--- src/rtl/float_calc_pkg.sv ---
// Shared types and constants for the float_calc request arbiter.
// FLOAT_CALC_ARB_NAN_EN (see float_calc_arbiter) selects the quiet-NaN substitution.
package float_calc_pkg;

  localparam int unsigned DATA_W      = 32;
  localparam int unsigned CNT_W       = 4;
  localparam int unsigned LAT_DEFAULT = 4;

  localparam logic [1:0] OP_ADD = 2'd0;
  localparam logic [1:0] OP_SUB = 2'd1;
  localparam logic [1:0] OP_MUL = 2'd2;
  localparam logic [1:0] OP_DIV = 2'd3;

  localparam logic [DATA_W-1:0] QNAN = 32'h7FC0_0000;

  typedef enum logic [1:0] {
    ST_IDLE = 2'd0,
    ST_WAIT = 2'd1,
    ST_DONE = 2'd2
  } state_e;

  typedef struct packed {
    logic [1:0]        op;
    logic [DATA_W-1:0] a;
    logic [DATA_W-1:0] b;
  } fc_req_t;

  // Replace the result with a quiet NaN when enabled and the divider flagged an error.
  function automatic logic [DATA_W-1:0] apply_nan(input logic [DATA_W-1:0] data,
                                                  input logic err, input logic en);
    return (en && err) ? QNAN : data;
  endfunction

endpackage

--- src/rtl/rr_arb2.sv ---
// Two-way round-robin grant: pointer names the requester preferred when both request.
module rr_arb2 (
  input  logic [1:0] req,
  input  logic       pointer,
  output logic [1:0] grant
);

  always_comb begin
    grant = 2'b00;
    case (req)
      2'b01:   grant = 2'b01;
      2'b10:   grant = 2'b10;
      2'b11:   grant = pointer ? 2'b10 : 2'b01;
      default: grant = 2'b00;
    endcase
  end

endmodule

--- src/rtl/float_calc_arbiter.sv ---
// Shares one float_calc unit between two requesters with round-robin grant and a fixed settle wait.
// Define FLOAT_CALC_ARB_NAN_EN to return a quiet NaN whenever a divide error is captured.
module float_calc_arbiter
  import float_calc_pkg::*;
#(
  parameter int unsigned LAT = LAT_DEFAULT
) (
  input  logic              clk,
  input  logic              rst,
  input  logic              req0_valid,
  input  logic [1:0]        req0_op,
  input  logic [DATA_W-1:0] req0_A,
  input  logic [DATA_W-1:0] req0_B,
  input  logic              req1_valid,
  input  logic [1:0]        req1_op,
  input  logic [DATA_W-1:0] req1_A,
  input  logic [DATA_W-1:0] req1_B,
  output logic              req0_ready,
  output logic              req1_ready,
  output logic              resp0_valid,
  output logic              resp1_valid,
  output logic [DATA_W-1:0] resp_data,
  output logic              resp_ovf,
  output logic              resp_err,
  output logic [DATA_W-1:0] fc_A,
  output logic [DATA_W-1:0] fc_B,
  input  logic [DATA_W-1:0] fc_add,
  input  logic [DATA_W-1:0] fc_sub,
  input  logic [DATA_W-1:0] fc_mul,
  input  logic [DATA_W-1:0] fc_div,
  input  logic [3:0]        fc_overflow,
  input  logic              fc_err
);

`ifdef FLOAT_CALC_ARB_NAN_EN
  localparam logic NAN_EN = 1'b1;
`else
  localparam logic NAN_EN = 1'b0;
`endif

  state_e             state_q, state_d;
  logic               ptr_q, ptr_d;
  logic [CNT_W-1:0]   cnt_q, cnt_d;
  logic [1:0]         op_q, op_d;
  logic               owner_q, owner_d;
  logic [DATA_W-1:0]  fc_a_q, fc_a_d, fc_b_q, fc_b_d;
  logic [DATA_W-1:0]  resp_data_q, resp_data_d;
  logic               resp_ovf_q, resp_ovf_d, resp_err_q, resp_err_d;
  logic [1:0]         resp_v_q, resp_v_d;

  logic [1:0]         grant;
  logic [1:0]         ready_c;
  logic [1:0]         accept_c;
  fc_req_t            sel_req_c;
  logic [DATA_W-1:0]  result_c;
  logic               err_c;

  rr_arb2 u_rr_arb2 (
    .req     ({req1_valid, req0_valid}),
    .pointer (ptr_q),
    .grant   (grant)
  );

  // Ready is offered only while idle and out of reset.
  assign ready_c  = (state_q == ST_IDLE && !rst) ? grant : 2'b00;
  assign accept_c = ready_c & {req1_valid, req0_valid};

  always_comb begin
    sel_req_c = accept_c[1] ? fc_req_t'{req1_op, req1_A, req1_B}
                            : fc_req_t'{req0_op, req0_A, req0_B};
  end

  always_comb begin
    result_c = fc_div;
    case (op_q)
      OP_ADD:  result_c = fc_add;
      OP_SUB:  result_c = fc_sub;
      OP_MUL:  result_c = fc_mul;
      default: result_c = fc_div;
    endcase
  end

  assign err_c = (op_q == OP_DIV) && fc_err;

  always_comb begin
    state_d     = state_q;
    ptr_d       = ptr_q;
    cnt_d       = cnt_q;
    op_d        = op_q;
    owner_d     = owner_q;
    fc_a_d      = fc_a_q;
    fc_b_d      = fc_b_q;
    resp_data_d = resp_data_q;
    resp_ovf_d  = resp_ovf_q;
    resp_err_d  = resp_err_q;
    resp_v_d    = 2'b00;
    case (state_q)
      ST_IDLE: begin
        if (|accept_c) begin
          op_d    = sel_req_c.op;
          fc_a_d  = sel_req_c.a;
          fc_b_d  = sel_req_c.b;
          owner_d = accept_c[1];
          ptr_d   = ~accept_c[1];
          cnt_d   = CNT_W'(LAT);
          state_d = ST_WAIT;
        end
      end
      ST_WAIT: begin
        cnt_d = cnt_q - CNT_W'(1);
        if (cnt_q == CNT_W'(1)) begin
          resp_data_d       = apply_nan(result_c, err_c, NAN_EN);
          resp_ovf_d        = fc_overflow[op_q];
          resp_err_d        = err_c;
          resp_v_d[owner_q] = 1'b1;
          state_d           = ST_DONE;
        end
      end
      ST_DONE: state_d = ST_IDLE;
      default: state_d = ST_IDLE;
    endcase
  end

  always_ff @(posedge clk) begin
    if (rst) begin
      state_q     <= ST_IDLE;
      ptr_q       <= 1'b0;
      cnt_q       <= '0;
      op_q        <= '0;
      owner_q     <= 1'b0;
      fc_a_q      <= '0;
      fc_b_q      <= '0;
      resp_data_q <= '0;
      resp_ovf_q  <= 1'b0;
      resp_err_q  <= 1'b0;
      resp_v_q    <= 2'b00;
    end else begin
      state_q     <= state_d;
      ptr_q       <= ptr_d;
      cnt_q       <= cnt_d;
      op_q        <= op_d;
      owner_q     <= owner_d;
      fc_a_q      <= fc_a_d;
      fc_b_q      <= fc_b_d;
      resp_data_q <= resp_data_d;
      resp_ovf_q  <= resp_ovf_d;
      resp_err_q  <= resp_err_d;
      resp_v_q    <= resp_v_d;
    end
  end

  assign req0_ready  = ready_c[0];
  assign req1_ready  = ready_c[1];
  assign resp0_valid = resp_v_q[0];
  assign resp1_valid = resp_v_q[1];
  assign resp_data   = resp_data_q;
  assign resp_ovf    = resp_ovf_q;
  assign resp_err    = resp_err_q;
  assign fc_A        = fc_a_q;
  assign fc_B        = fc_b_q;

endmodule

--- config.mk ---
export PLATFORM = sky130hd
export DESIGN_NAME = float_calc_arbiter
export DESIGN_NICKNAME = d
export VERILOG_FILES = /design/src/rtl/float_calc_pkg.sv /design/src/rtl/rr_arb2.sv /design/src/rtl/float_calc_arbiter.sv
export SDC_FILE = /design/constraint.sdc
export NUM_CORES = 1
export LEC_CHECK = 0
export BUFFER_PORTS_ARGS = -buffer_cell sky130_fd_sc_hd__clkbuf_2
export CAP_MARGIN = 20
export CORE_ASPECT_RATIO = 0.8
export CORE_MARGIN = 5
export CORE_UTILIZATION = 30
export DETAILED_ROUTE_END_ITERATION = 12
export GPL_ROUTABILITY_DRIVEN = 0
export PLACE_DENSITY = 0.69
export SLEW_MARGIN = 30
export SYNTH_ARGS = -nofsm -noshare
export SYNTH_HDL_FRONTEND = slang
export SYNTH_SLANG_ARGS = --single-unit
--- constraint.sdc ---
create_clock -name clk -period 1.64 [get_ports clk]
set_input_delay 0.246 -clock clk [delete_from_list [all_inputs] [get_ports clk]]
set_output_delay 0.246 -clock clk [all_outputs]
set_load 0.02 [all_outputs]
* Yosys cells after proc, flatten, opt, wreduce, memory -nomap -nowiden
Index checks and enable logic that the tools add are counted.
Widths: inputs -> output; s select.
** Storage, ports and cells
- Register bits after elaboration :: 110
- Input bits :: 269
- Output and inout port bits :: 102
- Logic and storage cells :: 56
** Cells by class
- Add/sub/neg operators :: 1
- Order comparisons :: 3
- Eq/ne operators :: 10
- Mux-type cells :: 14
- Bitwise operators :: 4
- Reductions and logical operators :: 13
** Operator list (count)
- $pmux 32 s3 :: 1
- $mux 66 :: 1
- $eq 2x2->1 const B :: 4
- $mux 2 :: 4
- $pmux 4 s2 :: 1
- $reduce_and 2->1 :: 4
- $eq 2x1->1 const B :: 3
- $pmux 2 s3 :: 1
- $eq 4x1->1 const B :: 1
- $logic_not 2->1 :: 2
- $mux 4 :: 1
- $pmux 2 s2 :: 1
- $sub 4x1->4 const B :: 1
- $logic_and 1x1->1 :: 3
- $lt 2x3->1 const B :: 1
- $not 1->1 :: 3
- $reduce_or 3->1 :: 1
- $and 2x2->2 :: 1
- $bmux 1 s2 :: 1
- $lt 1x2->1 const B :: 1
- $mux 1 :: 2
- $ne 2x1->1 const B :: 1
- $ne 2x2->1 const B :: 1
- $reduce_bool 2->1 :: 1
- 4 further kinds :: 4

* Logic depth before layout (Yosys ltp)
- Word-level depth :: 7
- Gate-level depth with buffers :: 6
- Mapped depth without buffers :: 5

* Hierarchy
Synthesis repeated with hierarchy kept, for this count alone.
** Second synthesis, totals
- Cell total of the unflattened synthesis :: 570
- Area, all modules :: 5924.4 um^2
** Modules (own cells, without submodules)
- float_calc_arbiter :: times used 1, cells an instance 567, area each 5905.7 um^2
- rr_arb2 :: times used 1, cells an instance 3, area each 18.8 um^2

* Worst setup path before layout
OpenSTA, ideal clock, no wires.
- Kind :: register to register
- From :: reg op_q[0]
- To :: reg resp_data_q[23] (netlist: resp_data[23])
- Library setup time :: 117 ps
- Data arrival time :: 1677 ps
- Required time :: 1523 ps
- Slack :: -154 ps
- Cell stages (with the launch flop) :: 5
- Period minus slack after synthesis :: 1794 ps
- Cell sequence :: dfxtp_1 buf_2 buf_1 mux4_2 a22o_1
** Between the ends
- Cells in the longest elaborated chain, start to end :: 2
** RTL lines
- from (decl) :: RTL line float_calc_arbiter.sv:44 : logic [1:0] op_q, op_d;
- from (signal assigned) :: RTL line float_calc_arbiter.sv:141 : op_q <= op_d;
- $eq 2x2->1 (tied with other cells) :: RTL line float_calc_arbiter.sv:75 : case (op_q)
- $pmux 32 s3 (*) :: RTL line float_calc_arbiter.sv:75
- to (signal assigned) :: RTL line float_calc_arbiter.sv:145 : resp_data_q <= resp_data_d;
- to (decl) :: RTL line float_calc_arbiter.sv:47 : logic [DATA_W-1:0] resp_data_q, resp_data_d;
Every way passes the cells marked *; elsewhere a longest branch is shown, timed or not.
A chain may end at the register's enable or synchronous reset.

* Worst setup path after layout
- From :: reg state_q[0]
- To :: out req1_ready
** Between the ends
- Cells in the longest elaborated chain, start to end :: 3
** RTL lines
- from (decl) :: RTL line float_calc_arbiter.sv:41 : state_e state_q, state_d;
- from (signal assigned) :: RTL line float_calc_arbiter.sv:138 : state_q <= state_d;
- $logic_not 2->1 :: RTL line float_calc_arbiter.sv:65 : assign ready_c = (state_q == ST_IDLE && !rst) ? grant : 2'b00;
- $logic_and 1x1->1 :: RTL line float_calc_arbiter.sv:65
- $mux 2 :: RTL line float_calc_arbiter.sv:65
- to (decl) :: RTL line float_calc_arbiter.sv:19 : output logic req1_ready,
No other way between the ends.

==> results_dict.tcl <==
set metrics [dict create \
    drt_pass1_iterations 4 \
    nets 1128 \
    drive_above_1_share 0.6148 \
    crit_required_ns 1.39 \
    rsz0062_at_grt "true" \
    maxSlewHeadroom 0.5788 \
    start_util 0.3066 \
    crit_top_cell "or3_4" \
    cts-root-buf "clkbuf_16" \
    crit_slowest_cell "or3_4" \
    fin_crit_sh 1.136 \
    layout_commonest_cell "clkbuf_2" \
    cts_tree "done" \
    overflow 0 \
    postSynthCellCount 472 \
    ctsHoldBuffers 0 \
    cap_violations 0 \
    fmax_ghz 0.5368 \
    cts_buffer_depth 2 \
    hold_class "in -> reg" \
    grt_pass1_vias 6050 \
    pwr-share-seq 0.389 \
    wire_per_inst_um 19.47 \
    portBuffers 370 \
    status "complete, but fails checks" \
    grt_pass1_wl_um 32000 \
    numCtsBuffers 9 \
    combPwrFrac 0.350 \
    path_cells "or3_4 -> or3_4 -> inv_4 -> buf_8" \
    final_cell_mix "368 x clkbuf_2, 104 x dfxtp_1, 39 x and3_1, 38 x a221o_1" \
    hold_violations 0 \
    critPathMaxStageDelay_ns 0.40 \
    peakVddDrop_uv 524.5 \
    clk_pin_slew_ns 0.08 \
    htreeDepth 3 \
    yosysSeqAreaShare 0.4312 \
    place_hpwl_um 14650 \
    place_area_um2 7395 \
    intPower_mw 5.467 \
    drt_iter0_markers 290 \
    std_cell_rows 42 \
    synth-seq-cells 110 \
    vias 5859 \
    placed_cells 1033 \
    worst-setup-path-type "reg -> out" \
    drc 0 \
    hold_depth 2 \
    synth_cell_types 35 \
    worst_slack_ns -0.2228 \
    power_density_nw_per_um2 955.8 \
    synth-warning-count 0 \
    dieHeight_um 126.7 \
    drv_slew 0 \
    grt_max_degree 67 \
    critPathMaxFanout 2 \
    synth_area_um2 5107 \
    antennaDiodeCount 0 \
    grt_usage 0.2026 \
    clock_sinks 110 \
    sw_frac_of_total 0.3297 \
    power.share.clock 0.261 \
    clock_skew_ns 0.01008 \
    cp-start-kind "register" \
    avgSynthCellArea_um2 10.82 \
    final_area_um2 8533 \
    area_delta_synth_final_pct 67.07 \
    clk_latency_ns 0.35 \
    wirelength_um 21070 \
    violations "negative setup slack" \
    leakage_nw 3.997 \
    core-area_um2 16660 \
    ant_nets 0 \
    worstRegToRegCells 6 \
    power_switching_mw 2.689 \
    fin_crit_ns 1.863 \
    syn_nets 743 \
    ios 371 \
    finalSetupViolations 71 \
    tns_ns -10.62 \
    place_ws_ns -0.1529 \
    worstPathArrival_ns 1.62 \
    worstSetupEndpointType "output pin" \
    dieArea_um2 19750 \
    worstMarginPinSlew_ns 0.6317 \
    via_per_inst 5.415 \
    final_cells 1082 \
    die-width_um 155.9 \
    antenna_found_initial 0 \
]
==> kinds of logic (layout without fill, tap and decap cells) <==
group	Yosys count	count (layout)	synth area share
AOI/OAI and AO/OA	143	143	0.2268
and+or+nand+nor	118	118	0.1372
DFF	110	110	0.4312
buffers and inverters	65	455	0.05267
muxes	33	33	0.1455
adders and majority gates	2	2	0.004899
xor gates and xnor gates	1	1	0.001715
==> per-layer routing <==
metal,global-route usage,part of all wire
met3,0.06708,0.094
met2,0.3319,0.49
met5,0,0
met1,0.2560,0.40
met4,0.05661,0.016
==> Yosys cell counts (all sizes together) <==
| cell type | number | area [µm²] |
|---|---|---|
| nor3b | 1 | 7.510 |
| inv | 5 | 18.77 |
| a311oi | 28 | 245.2 |
| nand3 | 29 | 145.1 |
| a21bo | 1 | 10.01 |
| xor2 | 1 | 8.760 |
| dfxtp | 110 | 2202 |
| nor2b | 2 | 12.51 |
| a21boi | 2 | 15.01 |
| nand2b | 2 | 12.51 |
| or3 | 2 | 17.52 |
| a21oi | 7 | 35.03 |
| a211oi | 1 | 7.510 |
| or2 | 1 | 6.260 |
| a221o | 38 | 380.4 |
| buf | 13 | 73.82 |
| nand3b | 2 | 15.01 |
| ha | 2 | 25.02 |
| or3b | 1 | 8.760 |
| nor3 | 4 | 25.02 |
| o21ai | 29 | 145.1 |
| nor2 | 3 | 11.26 |
| mux4 | 33 | 743.2 |
| o41ai | 1 | 8.760 |
| nand2 | 2 | 7.510 |
| o211ai | 2 | 15.01 |
| nor4 | 30 | 187.7 |
| and3 | 39 | 244.0 |
| a22o | 33 | 289.0 |
| clkbuf | 47 | 176.4 |
| o31ai | 1 | 7.510 |
==> cell type report <==
type                       instances  area [µm²]
timing repair buffer             434        2874
clock buffer                      10       229.0
inverter                           5       21.27
tap                              220       275.3
sequential                       110        2210
multi-input combinational        297        2872
clock inverter                     6       52.55
fill                            1487        8125
==> stage by stage <==
| step | hold WS [ns] | utilization | total power [mW] |
|---|---|---|---|
| after global routing | 0.08587 | 0.5122 | 8.581 |
| after global placement | 0.4118 | 0.4439 | 5.618 |
| after floorplan | 0.3849 | - | 4.610 |
| after CTS | 0.09109 | 0.4982 | 8.108 |
| final | 0.1057 | 0.5122 | 8.156 |
| after detailed placement | 0.4142 | 0.4439 | 5.641 |
==> worst max-delay path: cells and delay by family, from the launching register on <==
kind / cells / cell delay [ns]
DFF: 1 / 0.32
and+or+nand+nor: 2 / 0.76
buffers and inverters: 2 / 0.17
==> state kept, by name, summed over array words and instances, names as in the netlist <==
name,flops
cnt_q,4
fc_A,32
fc_B,32
op_q,2
owner_q,1
ptr_q,1
resp_data,32
resp_err,1
resp_ovf,1
resp_v_q,2
state_q,2
==> final timing paths <==
kind | slack (ns) | end | start
max | -0.22 | req1_ready | state_q[0]
min | 0.11 | fc_A[6] | req1_A[6]
min reg2reg | 0.43 | resp_v_q[0] | owner_q
max reg2reg | -0.19 | fc_A[2] | state_q[0]
==> power groups by stage <==
stage	clock, mW	sequential (mW)	combinational (mW)
2_1_floorplan	0	3.49	1.12
3_3_place_gp	0	3.22	2.40
3_5_place_dp	0	3.21	2.43
4_1_cts	2.18	3.17	2.76
5_1_grt	2.31	3.20	3.07
6_report	2.13	3.17	2.85
==> timing repair <==
| action | 4_1_cts | 5_1_grt |
|---|---|---|
| setup buffers | 14 | 7 |
| resized for setup | 50 | 26 |
| setup endpoints to repair | 103 | 104 |
| pin swaps | 21 | 17 |
| gates cloned | 12 | 3 |
Power figures use the tool's default switching activity.
